### src/rtl/palindrome_sym_sel.sv
// Two-port symbol selector: picks the symbols at lo_idx and hi_idx from the operand.
module palindrome_sym_sel #(
    parameter int WIDTH = 32,
    parameter int SYM   = 1,
    parameter int LW    = 6
) (
    input  logic [WIDTH-1:0] operand,
    input  logic [LW-1:0]    lo_idx,
    input  logic [LW-1:0]    hi_idx,
    output logic [SYM-1:0]   sym_lo,
    output logic [SYM-1:0]   sym_hi
);

    assign sym_lo = operand[32'(lo_idx) * SYM +: SYM];
    assign sym_hi = operand[32'(hi_idx) * SYM +: SYM];

endmodule

### config.mk
export PLATFORM = sky130hd
export DESIGN_NAME = palindrome_sym_sel
export DESIGN_NICKNAME = d
export VERILOG_FILES = /design/src/rtl/palindrome_sym_sel.sv
export SDC_FILE = /design/constraint.sdc
export NUM_CORES = 1
export LEC_CHECK = 0
export BUFFER_PORTS_ARGS = -buffer_cell sky130_fd_sc_hd__buf_2
export CAP_MARGIN = 20
export CORE_MARGIN = 4
export CORE_UTILIZATION = 42
export DETAILED_ROUTE_END_ITERATION = 8
export PLACE_DENSITY = 0.84
export SLEW_MARGIN = 20
export SYNTH_ARGS = -nofsm -noshare
export SYNTH_HDL_FRONTEND = slang
export SYNTH_SLANG_ARGS = --single-unit
### constraint.sdc
create_clock -name vclk -period 2.15
set_clock_uncertainty 0.2 [all_clocks]
set_input_delay 0.215 -clock vclk [all_inputs]
set_output_delay 0.215 -clock vclk [all_outputs]
set_load 0.02 [all_outputs]
* After elaboration in Yosys (flattened, before gate mapping)
Index checks and enable logic that the tools add are counted.
** Word-level totals
- Register bits after elaboration :: 0
- Latch bits :: 0
- Memory bits (writable) :: 0
- Bits in read-only memories :: 0
- Output and inout port bits :: 2
- Word-level logic and storage cells :: 2
- Memories :: 0
** Operators by class
- Add/sub/neg operators :: 0
- $mul :: 0
- Divide/modulo/power cells :: 0
- Magnitude comparators :: 0
- Equality and inequality tests :: 0
- Shifts and indexed selects :: 2
- Mux-type cells :: 0
- Bitwise logic cells :: 0
- Reduce and logical (&&, ||, !) cells :: 0
** Operator list (number)
- 32-bit by 7-bit variable part select with 1-bit output :: 2

* Logic depth before layout (Yosys ltp)
Gate-level depths: netlist of the first run.
- Depth after elaboration :: 1
- Depth in mapped cells :: 5

* Worst setup path after synthesis of the first run
Ideal clock, no wire load.
- Kind :: in2out
- From :: input port lo_idx[0]
- To :: output port sym_lo
- Arrival time :: 1.479 ns
- Data required time :: 1.735 ns
- Setup slack :: 0.256 ns
- Stages :: 4
- Cells stage by stage :: buf_6 mux4_1 mux2_2 o311a_1
** On the way
- Cells in the longest elaborated chain, start to end :: 1
** RTL lines
- from (decl) :: line 8 : input logic [LW-1:0] lo_idx,
- 32-bit by 7-bit variable part select with 1-bit output :: line 14 : assign sym_lo = operand[32'(lo_idx) * SYM +: SYM];
- to (decl) :: line 10 : output logic [SYM-1:0] sym_lo,
Every way passes these cells.

* Worst setup path in the final report of the first run
- From :: input port hi_idx[0]
- To :: output port sym_hi
** On the way
- Cells in the longest elaborated chain, start to end :: 1
** RTL lines
- from (decl) :: line 9 : input logic [LW-1:0] hi_idx,
- 32-bit by 7-bit variable part select with 1-bit output :: line 15 : assign sym_hi = operand[32'(hi_idx) * SYM +: SYM];
- to (decl) :: line 11 : output logic [SYM-1:0] sym_hi
Every way passes these cells.

==> metrics.yaml, run 1 <==
n_antenna_cell: 0
min_period_ns: 2.09
arrival_ns: 1.67
synth_top_family_by_area: "multiplexers"
final_util_pct: 62.3
core-area_sq_um: 1320
syn_nets: 90
synth_adder_area_share_pct: 0
die_w_um: 45.7
start_kind: "input port"
power.density_nw_per_um2: 192
ys_types: 16
regArea_sq_um: 0
synth-compound-area-share_pct: 12.2
drt_drc_violations_left: 0
hp-start: "lo_idx[5]"
end_kind: "primary output"
status: "finished, final reports clean"
grt_usage_pct: 17.6
vias: 634
syn-instance-count: 46
nFlopsAndLatches: 0
period_share_pct: 97.0
drive_above_1_share_pct: 67.0
worstMarginPinSlew_ns: 0.218
ys_warn_count: 0
final_antenna_net_count: 0
nClkBuffers: 0
critical_path_required_ns: 1.74
initial_core_util_pct: 45.3
slew_headroom_pct: 85.4
cts_setup_buffers: 0
tns_ns: 0
dp_worst_setup_slack_ns: 0.0565
synth-simple-area-share_pct: 3.35
yosysSeqAreaShare_pct: 0
first_pass_iters: 2
routedWlPerCell_um: 16.7
gp_congestion: 0.731
grt_start_max_net_pins: 10
clock.fmax_ghz: 0.479
post_drt_via_cell_ratio: 6.16
worstHoldPathType: "in -> out"
total_power_uw: 158
multiInputGateArea_sq_um: 549
ctsResizeCount: 0
cap_violations: 0
placedInstanceArea_sq_um: 821
p_leak_uw: 0.000403
nets: 134
fin_ws_ns: 0.0635
io_buffer_count: 46
crit_path_start: "hi_idx[0]"
dieHeight_um: 45.7
muxShareOfSynthArea_pct: 76.5
finalHoldViolations: 0
wl_mm: 1.72
grt_setup_unrepaired: "false"
die_area_sq_um: 2090
grt-ovfl-total: 0
finalSetupViolCount: 0
finalInstanceArea_sq_um: 821
syn_to_final_growth_pct: 37.5
yosys.area_share.xor_xnor_pct: 0
syn_area_per_cell_sq_um: 13.0
grt_antenna_before_repair: 0
ctsHoldBuffers: 0
nFillCells: 119
critPathKind: "in -> out"
grt_pass1_wl_mm: 2.73
drt_iter0_markers: 3
rows: 13
synth_area_sq_um: 597
vdd_drop_max_uv: 111
cp_max_fo: 5
ios: 46
grt_pass1_vias: 701
hpwl_mm: 1.56
drv_slew: 0
[cells by family after synthesis]
family          after synthesis
mux                          24
compound gates               10
buf+inv                       8
simple gates                  4
[Yosys cell counts]
master	count	share of area (%)
a31oi_1	2	2.1
buf_1	1	0.63
buf_2	2	1.7
buf_6	2	3.8
clkbuf_1	1	0.63
inv_1	2	1.3
mux2_2	6	11
mux2i_1	4	6.7
mux4_1	9	40
mux4_2	5	19
nand2_1	2	1.3
nand2b_1	2	2.1
o21ai_0	2	1.7
o221ai_1	2	2.9
o22ai_1	2	2.1
o311a_1	2	3.4
[critical path: stages]
cell     delay, ns
buf_2         0.15
mux4_1        0.56
mux2_2        0.29
o311a_1       0.30
buf_2         0.16
[stage by stage]
stage               hold slack, ns  std cells
global placement             0.588        103
detailed placement           0.600        103
floorplan                    0.428         46
finish                       0.600        103
global route                 0.608        103
CTS                          0.602        103
[cell usage in the layout, fill, tap and decap left out, types with 4 or more instances in the layout]
cell     instances
buf_2           46
mux2_2           6
mux2i_1          4
mux4_1           9
mux4_2           5
[routing by layer]
| layer | up-vias | part of all wire (%) | GRT usage, % |
|---|---|---|---|
| li1 | 298 | - | - |
| met1 | 299 | 38 | 18.9 |
| met2 | 33 | 53 | 35.7 |
| met3 | 4 | 6.4 | 0.791 |
| met5 | - | 0 | 0 |
| met4 | 0 | 2.2 | 5.11 |
[power breakdown]
part / total, uW / switching, uW / internal, uW
clock network: 0 / 0 / 0
registers: 0 / 0 / 0
logic: 158 / 62.5 / 95.2
total: 158 / 62.5 / 95.2
[cell type report]
class	instances	share of cell area, %
inverter	2	0.915
tap	15	2.29
multi-input combinational	38	66.9
timing repair buffer	48	29.9
[worst paths after layout]
kind  slack (ns)     end  depth (start not counted)
max         0.06  sym_hi                          5
min         0.60  sym_lo                          4
Note: power is estimated with default switching activity, not from simulation.
==> run 2: changes to the inputs <==
--- a/config.mk
+++ b/config.mk
@@ -11,6 +11,7 @@
 export CORE_UTILIZATION = 42
 export DETAILED_ROUTE_END_ITERATION = 8
 export PLACE_DENSITY = 0.84
+export REMOVE_ABC_BUFFERS = 1
 export SLEW_MARGIN = 20
 export SYNTH_ARGS = -nofsm -noshare
 export SYNTH_HDL_FRONTEND = slang
==> metrics.yaml, run 2 (synthesis results as in run 1) <==
cap_violations: 0  # unchanged
initial_core_util_pct: 45.3  # unchanged
die_w_um: 45.7  # unchanged
drv_slew: 0  # unchanged
wl_mm: 1.53  # -11%
grt-ovfl-total: 0  # unchanged
regArea_sq_um: 0  # unchanged
critPathTopFamily: "multiplexers"
p_comb_share_pct: 100.0  # about the same
cts_setup_buffers: 0  # unchanged
status: "finished, final reports clean"
cp_num_buf_inv: 2  # unchanged
ios: 46  # unchanged
total_power_uw: 155  # -1.5%
grt_pass1_wl_mm: 2.39  # -12%
finalHoldViolations: 0  # unchanged
cp_max_fo: 6  # +1
finalSetupViolCount: 0  # unchanged
hp-start: "hi_idx[5]"
vdd_drop_max_uv: 96.8  # -13%
arrival_ns: 1.65  # -0.02 ns
rows: 13  # unchanged
clockPowerShare_pct: 0  # unchanged
dpl.cell_count: 103  # unchanged
dieHeight_um: 45.7  # unchanged
seqPwrFrac_pct: 0  # unchanged
gp_congestion: 0.798  # +9.1%
critPathKind: "in -> out"
final_cells: 103  # unchanged
path_cells: "clkbuf_4 -> mux4_1 -> mux2_2 -> o311a_1 -> buf_2"
worstMarginPinSlew_ns: 0.227  # +0.00914 ns
critical_path_required_ns: 1.74  # about the same
clock.fmax_ghz: 0.484  # +0.88%
slew_headroom_pct: 84.8  # -0.61 points
nClkBuffers: 0  # unchanged
p_int_uw: 95.6  # +0.35%
grt_usage_pct: 15.0  # -2.6 points
post_drt_via_cell_ratio: 6.01  # -2.4%
io_buffer_count: 46  # unchanged
drive_above_1_share_pct: 67.0  # unchanged
tns_ns: 0  # unchanged
worstHoldPathType: "in -> out"
routedWlPerCell_um: 14.9  # -11%
grt_antenna_before_repair: 0  # unchanged
final_antenna_net_count: 0  # unchanged
period_share_pct: 96.2  # -0.85 points
power.density_nw_per_um2: 189  # -1.8%
grt_setup_unrepaired: "false"
die_area_sq_um: 2090  # unchanged
worst_path_largest_cell_delay_ns: 0.56  # about the same
first_pass_iters: 4  # +2
nets: 134  # unchanged
slowest_stage: "mux4_1"
start_kind: "input port"
vias: 619  # -2.4%
n_antenna_cell: 0  # unchanged
final_common_cell: "buf_2"
hold_depth: 4  # unchanged
grt_start_max_net_pins: 10  # unchanged
drt_iter0_markers: 7  # +4
holdPathEnd: "sym_hi"
switchingPower_uw: 59.8  # -4.3%
drt_drc_violations_left: 0  # unchanged
end_kind: "primary output"
nFlopsAndLatches: 0  # unchanged
core-area_sq_um: 1320  # unchanged
final_util_pct: 62.5  # +0.19 points
p_leak_uw: 0.000403  # +0.17%
min_period_ns: 2.07  # -0.0183 ns
grt_pass1_vias: 602  # -14%
final_cell_mix: "buf_2, mux4_1, mux2_2, mux4_2, mux2i_1"
netSwitchingFraction_pct: 38.5  # -1.1 points
syn_to_final_growth_pct: 37.9
==> run 2: changes by cell type in the layout (fill, tap and decap cells not counted), sizes merged <==
cell	previous run	this run
buf	48	47
clkbuf	0	1
==> run 2: worst min-delay path, delay by kind of cell <==
kind / cells / cell delay (ns)
AO/OA/AOI/OAI: 2 / 0.13
buffers and inverters: 2 / 0.23
==> run 2: final cells by class <==
cell class	instances	area [sq um]
fillers	114	494
inverters	2	7.51
multi-input cells	38	549
well taps	15	18.8
repair buffers	48	248
==> run 2: repair_timing <==
action | CTS | global route
resized for setup | 0 | 1
endpoints found under the setup margin | 0 | 1
hold buffers | 0 | 0
==> run 2: worst max-delay path by stage <==
stage,startpoint,end,slack [ns],cells after the start
finish,lo_idx[0],sym_lo,0.08,5
CTS,lo_idx[0],sym_lo,0.06,5
global placement,lo_idx[0],sym_lo,0.10,5
floorplan,hi_idx[0],sym_hi,0.38,3
global route,lo_idx[0],sym_lo,0.03,5
detailed placement,lo_idx[0],sym_lo,0.06,5
==> run 2: power by group through the flow <==
stage | clock [uW] | sequential [uW] | combinational, uW
global route | 0 | 0 | 170
detailed placement | 0 | 0 | 156
finish | 0 | 0 | 155
CTS | 0 | 0 | 156
floorplan | 0 | 0 | 81.5
global placement | 0 | 0 | 152
==> run 2: metal layers <==
| metal | vias to the layer above | track usage [%] | routed length, um |
|---|---|---|---|
| met1 | 282 | 18.0 | 558 |
| met2 | 38 | 29.5 | 752 |
| li1 | 299 | - | - |
| met3 | 0 | 1.98 | 220 |
| met5 | - | 0 | 0 |
| met4 | 0 | 0 | 0 |
==> run 2: stage by stage <==
stage          setup WS, ns  hold WS, ns  area, sq um
6_report             0.0818        0.598          823
5_1_grt              0.0273        0.623          823
4_1_cts              0.0585        0.596          821
3_5_place_dp         0.0586        0.593          821
3_3_place_gp          0.101        0.585          821
2_1_floorplan         0.383        0.428          557
==> run 3: changes to the inputs <==
--- a/config.mk
+++ b/config.mk
@@ -5,12 +5,13 @@
 export SDC_FILE = /design/constraint.sdc
 export NUM_CORES = 1
 export LEC_CHECK = 0
+export ABC_AREA = 1
 export BUFFER_PORTS_ARGS = -buffer_cell sky130_fd_sc_hd__buf_2
 export CAP_MARGIN = 20
 export CORE_MARGIN = 4
-export CORE_UTILIZATION = 42
+export CORE_UTILIZATION = 47
 export DETAILED_ROUTE_END_ITERATION = 8
-export PLACE_DENSITY = 0.84
+export PLACE_DENSITY = 0.85
 export REMOVE_ABC_BUFFERS = 1
 export SLEW_MARGIN = 20
 export SYNTH_ARGS = -nofsm -noshare
==> metrics.yaml, run 3 <==
period_share_pct: 81.5  # -15 points
end_kind: "primary output"
dieHeight_um: 48.8  # +6.7%
finalHoldViolations: 0  # unchanged
die_w_um: 48.8  # +6.7%
grt_setup_unrepaired: "false"
clock.fmax_ghz: 0.570  # +18%
core-area_sq_um: 1540  # +17%
vdd_drop_max_uv: 97.6  # +0.82%
nFlopsAndLatches: 0  # unchanged
nFillCells: 163  # +43%
grt_antenna_before_repair: 0  # unchanged
final_antenna_net_count: 0  # unchanged
status: "finished, final reports clean"
syn-instance-count: 158  # +240%
worstHoldPathType: "in -> out"
regArea_sq_um: 0  # unchanged
start_kind: "input port"
ys_types: 17  # +1
p_comb_share_pct: 100.0  # about the same
gp_congestion: 0.893  # +12%
finalSetupViolCount: 0  # unchanged
syn_area_per_cell_sq_um: 4.94  # -62%
ys_warn_count: 0  # unchanged
slew_headroom_pct: 72.9  # -12 points
wl_mm: 2.34  # +52%
drt_iter0_markers: 50  # +43
multiInputGateArea_sq_um: 608  # +11%
grt_pass1_wl_mm: 3.85  # +61%
first_pass_iters: 4  # unchanged
die_area_sq_um: 2380  # +14%
tns_ns: 0  # unchanged
grt_pass1_vias: 963  # +60%
n_antenna_cell: 0  # unchanged
drive_above_1_share_pct: 30.6  # -36 points
syn_to_final_growth_pct: 18.4
io_buffer_count: 46  # unchanged
post_drt_via_cell_ratio: 5.35  # -11%
critical_path_required_ns: 1.74  # about the same
synth_top_area_cell: "nand2_1"
power.density_nw_per_um2: 201  # +6.7%
grt_start_max_net_pins: 20  # +10
nClkBuffers: 0  # unchanged
p_leak_uw: 0.000566  # +40%
drt_drc_violations_left: 0  # unchanged
yosys-top-cells-count: "nand2_1, nand3_1, inv_1, nand2_2, nor2_1"
cap_violations: 0  # unchanged
initial_core_util_pct: 50.6  # +5.4 points
hpwl_mm: 1.96
dp_worst_setup_slack_ns: 0.407  # +0.348 ns
ctsResizeCount: 0  # unchanged
yosys-top-cells-area: "nand2_1, nand3_1, buf_12, inv_1, nand2_2"
clockPowerShare_pct: 0  # unchanged
arrival_ns: 1.34  # -0.31 ns
netSwitchingFraction_pct: 58.8  # +20 points
seqPwrFrac_pct: 0  # unchanged
worstMarginPinSlew_ns: 0.406  # +0.178 ns
synth_top_area_share_pct: 34.6  # -5.0 points
final_common_cell: "nand2_1"
fin_ws_ns: 0.397  # +0.315 ns
rows: 14  # +1
ctsHoldBuffers: 0  # unchanged
p_int_uw: 76.7  # -20%
grt_usage_pct: 18.2  # +3.3 points
switchingPower_uw: 109  # +83%
synth_most_common_cell: "nand2_1"
synth_area_sq_um: 781  # +31%
cp_max_fo: 19  # +13
yosysSeqAreaShare_pct: 0  # unchanged
routedWlPerCell_um: 11.0  # -26%
final_cell_mix: "nand2_1, buf_2, nand3_1, inv_1"
nets: 242  # +81%
vias: 1134  # +83%
drv_slew: 0  # unchanged
min_period_ns: 1.75  # -0.315 ns
grt-ovfl-total: 0  # unchanged
critPathKind: "in -> out"
cts_setup_buffers: 0  # unchanged
ios: 46  # unchanged
## run 3: cell types whose count changed in the layout (fill, tap and decap cells not counted), moves of 4 or more
cell | before | now
a21oi_1 | 0 | 4
inv_1 | 2 | 10
mux2_2 | 6 | 0
mux2i_1 | 4 | 0
mux4_1 | 9 | 0
mux4_2 | 5 | 0
nand2_1 | 2 | 72
nand2_2 | 0 | 6
nand3_1 | 0 | 40
nor2_1 | 0 | 6
o21ai_1 | 0 | 4
## run 3: critical path: stages
cell and delay [ns]:
buf_2 0.34, nand2_1 0.11, nand3_1 0.10, nand3_1 0.08
nand2_1 0.08, nand2_1 0.06, nand3_2 0.06, nand2_1 0.05
nor2_1 0.07, buf_2 0.16
## run 3: cell type report
type | instances | share of cell area [%]
Timing Repair Buffer | 46 | 24.9
Inverter | 14 | 7.17
Multi-Input combinational cell | 136 | 65.8
Tap cell | 16 | 2.17
## run 3: worst paths after layout
check	slack, ns	end	depth (start not counted)	startpoint
setup / recovery	0.40	sym_lo	10	lo_idx[0]
hold / removal	0.56	sym_hi	5	hi_idx[5]
## run 3: power by group through the flow
| stage | clock, uW | sequential [uW] | combinational [uW] |
|---|---|---|---|
| after floorplan | 0 | 0 | 99.2 |
| final | 0 | 0 | 186 |
| after global placement | 0 | 0 | 181 |
| after global routing | 0 | 0 | 210 |
| after CTS | 0 | 0 | 185 |
| after detailed placement | 0 | 0 | 184 |
## run 3: cell families (layout without fill, tap and decap cells)
family	Yosys count	in the layout	share of synthesized area, %
buf+inv	22	60	22.1
compound gates	10	10	7.37
simple gates	126	126	70.5
## run 3: through the flow
| stage | hold WS, ns | cell area [sq um] | utilization (%) | std cells | total power, uW |
|---|---|---|---|---|---|
| after global routing | 0.601 | 925 | 60.0 | 212 | 210 |
| after floorplan | 0.382 | 674 | - | 150 | 99.2 |
| final | 0.557 | 925 | 60.0 | 212 | 186 |
| after global placement | 0.552 | 925 | 60.0 | 212 | 181 |
| after CTS | 0.562 | 925 | 60.0 | 212 | 185 |
| after detailed placement | 0.563 | 925 | 60.0 | 212 | 184 |
## run 3: routing by layer
metal	share of wire (%)	up-vias	global-route usage, %
met5	0	-	0
met4	0	0	3.59
met3	12	0	3.07
met2	48	74	29.3
met1	40	476	25.3
li1	-	584	-
